[src/rtl/ecc_pkg.sv]
// rtl/ecc_pkg.sv - shared constants for the ECC result deserializer
// Purpose: default coordinate width, channel encoding and error-bit indices.
// Ports: none (package).
package ecc_pkg;
    localparam int   DEF_BIT   = 32;
    localparam logic CH_MP     = 1'b0;
    localparam logic CH_MNP    = 1'b1;
    localparam int   ERR_OVR   = 0;
    localparam int   ERR_TRUNC = 1;
endpackage

[src/rtl/ecc_bit_deser.sv]
// rtl/ecc_bit_deser.sv - one serial channel: shifter, bit counter, holding buffer
// Purpose: assembles MSB-first x/y bit streams into BIT-wide words and keeps one
//          completed word pending until the top level takes it.
// Ports:
//   clk, rst        clock, asynchronous active-low reset
//   i_valid         frame strobe; i_x/i_y sampled while high
//   i_take          the pending word is moved to the output slot on this edge
//   o_pending       holding buffer holds an undelivered word
//   o_x, o_y        holding buffer contents
//   o_ovr           a word completes into a full, non-draining buffer (pulse)
//   o_trunc         strobe dropped mid-frame (pulse)
module ecc_bit_deser
    import ecc_pkg::*;
#(
    parameter int BIT = DEF_BIT
) (
    input  logic           clk,
    input  logic           rst,
    input  logic           i_valid,
    input  logic           i_x,
    input  logic           i_y,
    input  logic           i_take,
    output logic           o_pending,
    output logic [BIT-1:0] o_x,
    output logic [BIT-1:0] o_y,
    output logic           o_ovr,
    output logic           o_trunc
);
    localparam int CW = (BIT > 1) ? $clog2(BIT) : 1;

    logic [CW-1:0]  r_cnt;
    logic [BIT-1:0] r_sx;
    logic [BIT-1:0] r_sy;
    logic [BIT-1:0] r_hx;
    logic [BIT-1:0] r_hy;
    logic           r_pend;

    logic           w_last;
    logic           w_done;
    logic           w_accept;
    logic [BIT-1:0] w_wx;
    logic [BIT-1:0] w_wy;

    assign w_last   = (r_cnt == CW'(BIT - 1));
    assign w_done   = i_valid && w_last;
    // Buffer freed on this edge may take the completing word.
    assign w_accept = w_done && (!r_pend || i_take);
    assign w_wx     = {r_sx[BIT-2:0], i_x};
    assign w_wy     = {r_sy[BIT-2:0], i_y};

    assign o_ovr     = w_done && r_pend && !i_take;
    // A non-zero count implies the previous cycle was valid, so this is a falling strobe.
    assign o_trunc   = !i_valid && (r_cnt != '0);
    assign o_pending = r_pend;
    assign o_x       = r_hx;
    assign o_y       = r_hy;

    always_ff @(posedge clk or negedge rst) begin
        if (!rst) begin
            r_cnt  <= '0;
            r_sx   <= '0;
            r_sy   <= '0;
            r_hx   <= '0;
            r_hy   <= '0;
            r_pend <= 1'b0;
        end else begin
            if (i_valid) begin
                r_sx  <= w_wx;
                r_sy  <= w_wy;
                r_cnt <= w_last ? '0 : r_cnt + CW'(1);
            end else if (r_cnt != '0) begin
                r_cnt <= '0;
                r_sx  <= '0;
                r_sy  <= '0;
            end

            if (w_accept) begin
                r_hx   <= w_wx;
                r_hy   <= w_wy;
                r_pend <= 1'b1;
            end else if (i_take) begin
                r_pend <= 1'b0;
            end
        end
    end
endmodule

[src/rtl/ecc_result_deser.sv]
// rtl/ecc_result_deser.sv - collects mP/mnP serial results into a parallel valid/ready stream
// Purpose: two channel deserializers feed a fixed-priority (mP first) output slot;
//          overrun and truncation events are kept in sticky error flags.
// Ports:
//   clk, rst                      clock, asynchronous active-low reset
//   i_mP_valid, i_mPx, i_mPy      mP serial frame (MSB first)
//   i_mnP_valid, i_mnPx, i_mnPy   mnP serial frame (MSB first)
//   o_valid, i_ready              output handshake
//   o_sel                         0 = mP, 1 = mnP
//   o_x, o_y                      presented coordinates
//   o_err                         [0] overrun, [1] truncated frame (sticky)
//   i_err_clr                     clears o_err
module ecc_result_deser
    import ecc_pkg::*;
#(
    parameter int BIT = DEF_BIT
) (
    input  logic           clk,
    input  logic           rst,
    input  logic           i_mP_valid,
    input  logic           i_mPx,
    input  logic           i_mPy,
    input  logic           i_mnP_valid,
    input  logic           i_mnPx,
    input  logic           i_mnPy,
    output logic           o_valid,
    input  logic           i_ready,
    output logic           o_sel,
    output logic [BIT-1:0] o_x,
    output logic [BIT-1:0] o_y,
    output logic [1:0]     o_err,
    input  logic           i_err_clr
);
    logic           w_mp_pend;
    logic           w_mnp_pend;
    logic [BIT-1:0] w_mp_x;
    logic [BIT-1:0] w_mp_y;
    logic [BIT-1:0] w_mnp_x;
    logic [BIT-1:0] w_mnp_y;
    logic           w_mp_ovr;
    logic           w_mnp_ovr;
    logic           w_mp_trunc;
    logic           w_mnp_trunc;
    logic           w_free;
    logic           w_take_mp;
    logic           w_take_mnp;
    logic           w_ovr;
    logic           w_trunc;

    logic           r_valid;
    logic           r_sel;
    logic [BIT-1:0] r_x;
    logic [BIT-1:0] r_y;
    logic [1:0]     r_err;

    ecc_bit_deser #(.BIT(BIT)) u_mp (
        .clk       (clk),
        .rst       (rst),
        .i_valid   (i_mP_valid),
        .i_x       (i_mPx),
        .i_y       (i_mPy),
        .i_take    (w_take_mp),
        .o_pending (w_mp_pend),
        .o_x       (w_mp_x),
        .o_y       (w_mp_y),
        .o_ovr     (w_mp_ovr),
        .o_trunc   (w_mp_trunc)
    );

    ecc_bit_deser #(.BIT(BIT)) u_mnp (
        .clk       (clk),
        .rst       (rst),
        .i_valid   (i_mnP_valid),
        .i_x       (i_mnPx),
        .i_y       (i_mnPy),
        .i_take    (w_take_mnp),
        .o_pending (w_mnp_pend),
        .o_x       (w_mnp_x),
        .o_y       (w_mnp_y),
        .o_ovr     (w_mnp_ovr),
        .o_trunc   (w_mnp_trunc)
    );

    // Slot can load when empty or when its word leaves on this edge.
    assign w_free     = !r_valid || i_ready;
    assign w_take_mp  = w_free && w_mp_pend;
    assign w_take_mnp = w_free && !w_mp_pend && w_mnp_pend;
    assign w_ovr      = w_mp_ovr || w_mnp_ovr;
    assign w_trunc    = w_mp_trunc || w_mnp_trunc;

    always_ff @(posedge clk or negedge rst) begin
        if (!rst) begin
            r_valid <= 1'b0;
            r_sel   <= CH_MP;
            r_x     <= '0;
            r_y     <= '0;
            r_err   <= 2'b00;
        end else begin
            if (w_take_mp) begin
                r_valid <= 1'b1;
                r_sel   <= CH_MP;
                r_x     <= w_mp_x;
                r_y     <= w_mp_y;
            end else if (w_take_mnp) begin
                r_valid <= 1'b1;
                r_sel   <= CH_MNP;
                r_x     <= w_mnp_x;
                r_y     <= w_mnp_y;
            end else if (w_free) begin
                r_valid <= 1'b0;
            end

            // A new event on the clear edge wins, keeping the flag set.
            if (w_ovr)
                r_err[ERR_OVR] <= 1'b1;
            else if (i_err_clr)
                r_err[ERR_OVR] <= 1'b0;

            if (w_trunc)
                r_err[ERR_TRUNC] <= 1'b1;
            else if (i_err_clr)
                r_err[ERR_TRUNC] <= 1'b0;
        end
    end

    assign o_valid = r_valid;
    assign o_sel   = r_sel;
    assign o_x     = r_x;
    assign o_y     = r_y;
    assign o_err   = r_err;
endmodule

[config.mk]
export PLATFORM = sky130hd
export DESIGN_NAME = ecc_result_deser
export DESIGN_NICKNAME = d
export VERILOG_FILES = /design/src/rtl/ecc_pkg.sv /design/src/rtl/ecc_bit_deser.sv /design/src/rtl/ecc_result_deser.sv
export SDC_FILE = /design/constraint.sdc
export NUM_CORES = 1
export LEC_CHECK = 0
export CAP_MARGIN = 25
export CORE_MARGIN = 2
export CORE_UTILIZATION = 55
export DETAILED_ROUTE_END_ITERATION = 10
export GPL_TIMING_DRIVEN = 1
export PLACE_DENSITY = 0.74
export SLEW_MARGIN = 25
export SYNTH_ARGS = -nofsm -noshare
export SYNTH_HDL_FRONTEND = slang
export SYNTH_HIERARCHICAL = 1
export SYNTH_SLANG_ARGS = --single-unit
export TNS_END_PERCENT = 30
[constraint.sdc]
create_clock -name clk -period 5.52 [get_ports clk]
set_input_delay 0.552 -clock clk [delete_from_list [all_inputs] [get_ports clk]]
set_output_delay 0.552 -clock clk [all_outputs]
set_load 0.03 [all_outputs]
==> metrics.txt <==
status=completed; mean post-synth cell area=16.3 sq um; Placement Setup Slack=2.20 ns; Clock Tree Buf Depth=3; Post-CTS Hold Buffers=0; std cell rows=57; H-tree Lvls=2; Power Dens Cells=339 nW/um^2; post-synthesis sequential area ratio=61.4%; final worst slack=2.34 ns; post-DP HPWL=13,300 microns; combinational share of power=5.5%; synth-to-layout area growth=14.3%; Int Pwr=4.08 mW; fin cells=1,250; Max IR drop VDD=244 uV; Max Clock Freq=314 MHz; Detailed Route WL=23,500 microns; Rel. slew slack=37.2%; cts repair resizes=0; sequential group share of total power=48.1%; CP Data Arrival Time=3.56 ns; Slew Viols, Final=0; PortBufs=77; post-synth net total=847; period utilization=57.6%; GPL Wtd Cong=0.741; critical path class=register to register; first-pass GRT wire length=39,400 microns; flop2flop setup slack=2.34 ns; Worst EP required=5.90 ns; post-synthesis cell area=13,500 sq um; launching point of the worst reg2reg path=u_mp/o_pending; Min Clock Period, post-route=3.18 ns; Die Wd=161 microns; final core utilization=63.8%; total negative setup slack=0 ns; Hold Crit Class=input port to async pin; die height=161 microns; Synth Register Bits=332; wire per inst=18.8 microns; RSZ-0062 raised after global routing=no; final hold vios=0; initial core utilization=55.8%; Mapped Cells=831; GRT Overall Usage=18.6%; leakage=7.61 nW; distinct cell type count after synthesis=30; vias in the first global route=7,386; post-layout net count=916; remaining global-route overflow=0; Worst-Margin Slew=0.941 ns; initial DRC count=394; full die area=25,900 sq um; Core Area=24,200 sq um; CTS buffer count=35; CTS Sinks=332; drt pass-1 iters=4; Antenna Nets Post-Route=0; Final Total Pwr=5.24 mW; final instance area=15,500 sq um; setup violators final=0; clock tree from TritonCTS=done; initial antenna violation count=0; Fin Hold WS=0.0439 ns; skew final=0.0162 ns; Remaining DRCs=0; critical path, cell by cell=buf_16, nor3b_1, nand2b_1, nor2b_4, buf_4, mux2_2; switching power=1.16 mW; crit path max fanout=44; clock share of power=46.4%; area of placed instances=14,300 sq um; Max stage delay cell, worst path=dfrtp_4; layout cells sized above 1=48.1%; critical path startpoint category=register; post-CTS setup repair buffer count=0; clock latency on the worst-skew pair=0.50 ns; clk root buf=clkbuf_16; via count=7,069; largest net degree at the start of global routing=166; commonest non-fill, non-tap cell in the layout=dfrtp_1; IO Pins=78; CTS clock-pin slew for the worst setup and hold paths=0.06 ns; Max Cap Viol=0; commonest non-fill, non-tap cells in the layout=dfrtp_1 (331), mux2_2 (229), a22o_2 (110), clkdlybuf4s50_1 (74), clkbuf_16 (37); RR Endpoint=u_mnp/o_x[12]; DR vias/cell=5.66; # fillers=1,799; CP Capture Type=register; Synthesis Warnings=6; Switching Fraction=22.2%; Ant. Diodes=0; placed cells=1,187; worst reg2reg path depth=6; Slowest Stage Delay on Critical Path=0.69 ns
-- Yosys cell counts --
library cell,instances,area [sq um]
dfrtp_1,332,8310
mux2_2,229,2580
a22o_2,110,1100
mux2_4,27,405
buf_6,19,214
a22o_1,16,140
buf_12,14,280
nor2_1,14,52.6
clkbuf_1,11,41.3
buf_4,6,45.0
ha_1,6,75.1
inv_1,6,22.5
buf_2,5,25.0
nand2b_1,5,31.3
nand2_1,4,15.0
and2_1,3,18.8
nor2b_1,3,18.8
a21o_1,2,15.0
and2b_2,2,17.5
and3_2,2,15.0
nand3_1,2,10.0
nor4b_2,2,30.0
o21ai_0,2,10.0
xnor2_1,2,17.5
xor2_1,2,17.5
a21oi_1,1,5.00
buf_1,1,3.75
nor2_4,1,11.3
nor3b_1,1,7.51
or3_1,1,6.26
-- worst max-delay path by stage --
stage,depth (start not counted),end,startpoint
detailed placement,7,u_mnp/o_x[3],i_ready
finish,6,u_mnp/o_x[12],u_mp/o_pending
global route,6,u_mnp/o_x[12],u_mp/o_pending
floorplan,9,u_mnp/o_x[0],u_mp/o_pending
CTS,6,u_mnp/o_x[12],u_mp/o_pending
global placement,4,o_y[20],u_mp/o_pending
-- power by group through the flow --
stage	registers (mW)	logic [mW]	clock network, mW
2_1_floorplan	2.56	0.300	0
3_3_place_gp	2.57	0.289	0
3_5_place_dp	2.57	0.292	0
4_1_cts	2.52	0.294	2.49
5_1_grt	2.53	0.324	2.60
6_report	2.52	0.289	2.43
-- worst max-delay path: cells and delay by family, from the launching register on --
family / cells / cell delay, ns
AND/OR/NAND/NOR: 3 / 1.01
buffers and inverters: 2 / 0.92
flip-flops: 1 / 0.69
multiplexers: 1 / 0.41
-- final cells by class --
type / count / area (sq um) / area share [%]
clock inverter: 7 / 115 / 0.744
timing repair buffer: 88 / 905 / 5.84
multi-input combinational: 437 / 4610 / 29.8
inverter: 6 / 22.5 / 0.145
sequential: 332 / 8310 / 53.7
clock buffer: 56 / 1110 / 7.15
tap: 324 / 405 / 2.62
-- layer usage --
metal	up-vias	share of wire [%]	track usage [%]	routed length (microns)
met3	34	3.0	2.94	700
met2	103	48	30.2	11300
met5	-	0	0	0
met1	3751	47	26.4	11100
met4	0	1.6	4.83	371
li1	3181	-	-	-
-- logic make-up (layout without fill, tap and decap cells) --
family,count (synthesis),in the layout,share of synthesized area [%]
flops,332,332,61.4
mux,256,256,22.0
compound gates,131,131,9.39
buf+inv,62,157,4.67
simple gates,40,40,1.73
fa+ha+maj,6,6,0.554
xor+xnor,4,4,0.259
-- sequential cells by signal (all words and copies together) (netlist names) --
| signal | cells |
|---|---|
| u_mnp/o_x | 32 |
| u_mp/o_pending | 1 |
| u_mp/r_cnt | 5 |
| o_valid | 1 |
| u_mnp/r_sx | 31 |
| o_y | 32 |
| u_mnp/r_cnt | 5 |
| o_sel | 1 |
| u_mnp/o_pending | 1 |
| o_err | 2 |
| u_mp/r_sx | 31 |
| u_mp/o_y | 32 |
| u_mnp/o_y | 32 |
| u_mnp/r_sy | 31 |
| u_mp/r_sy | 31 |
| u_mp/o_x | 32 |
| o_x | 32 |
Power figures use the tool's default switching activity.
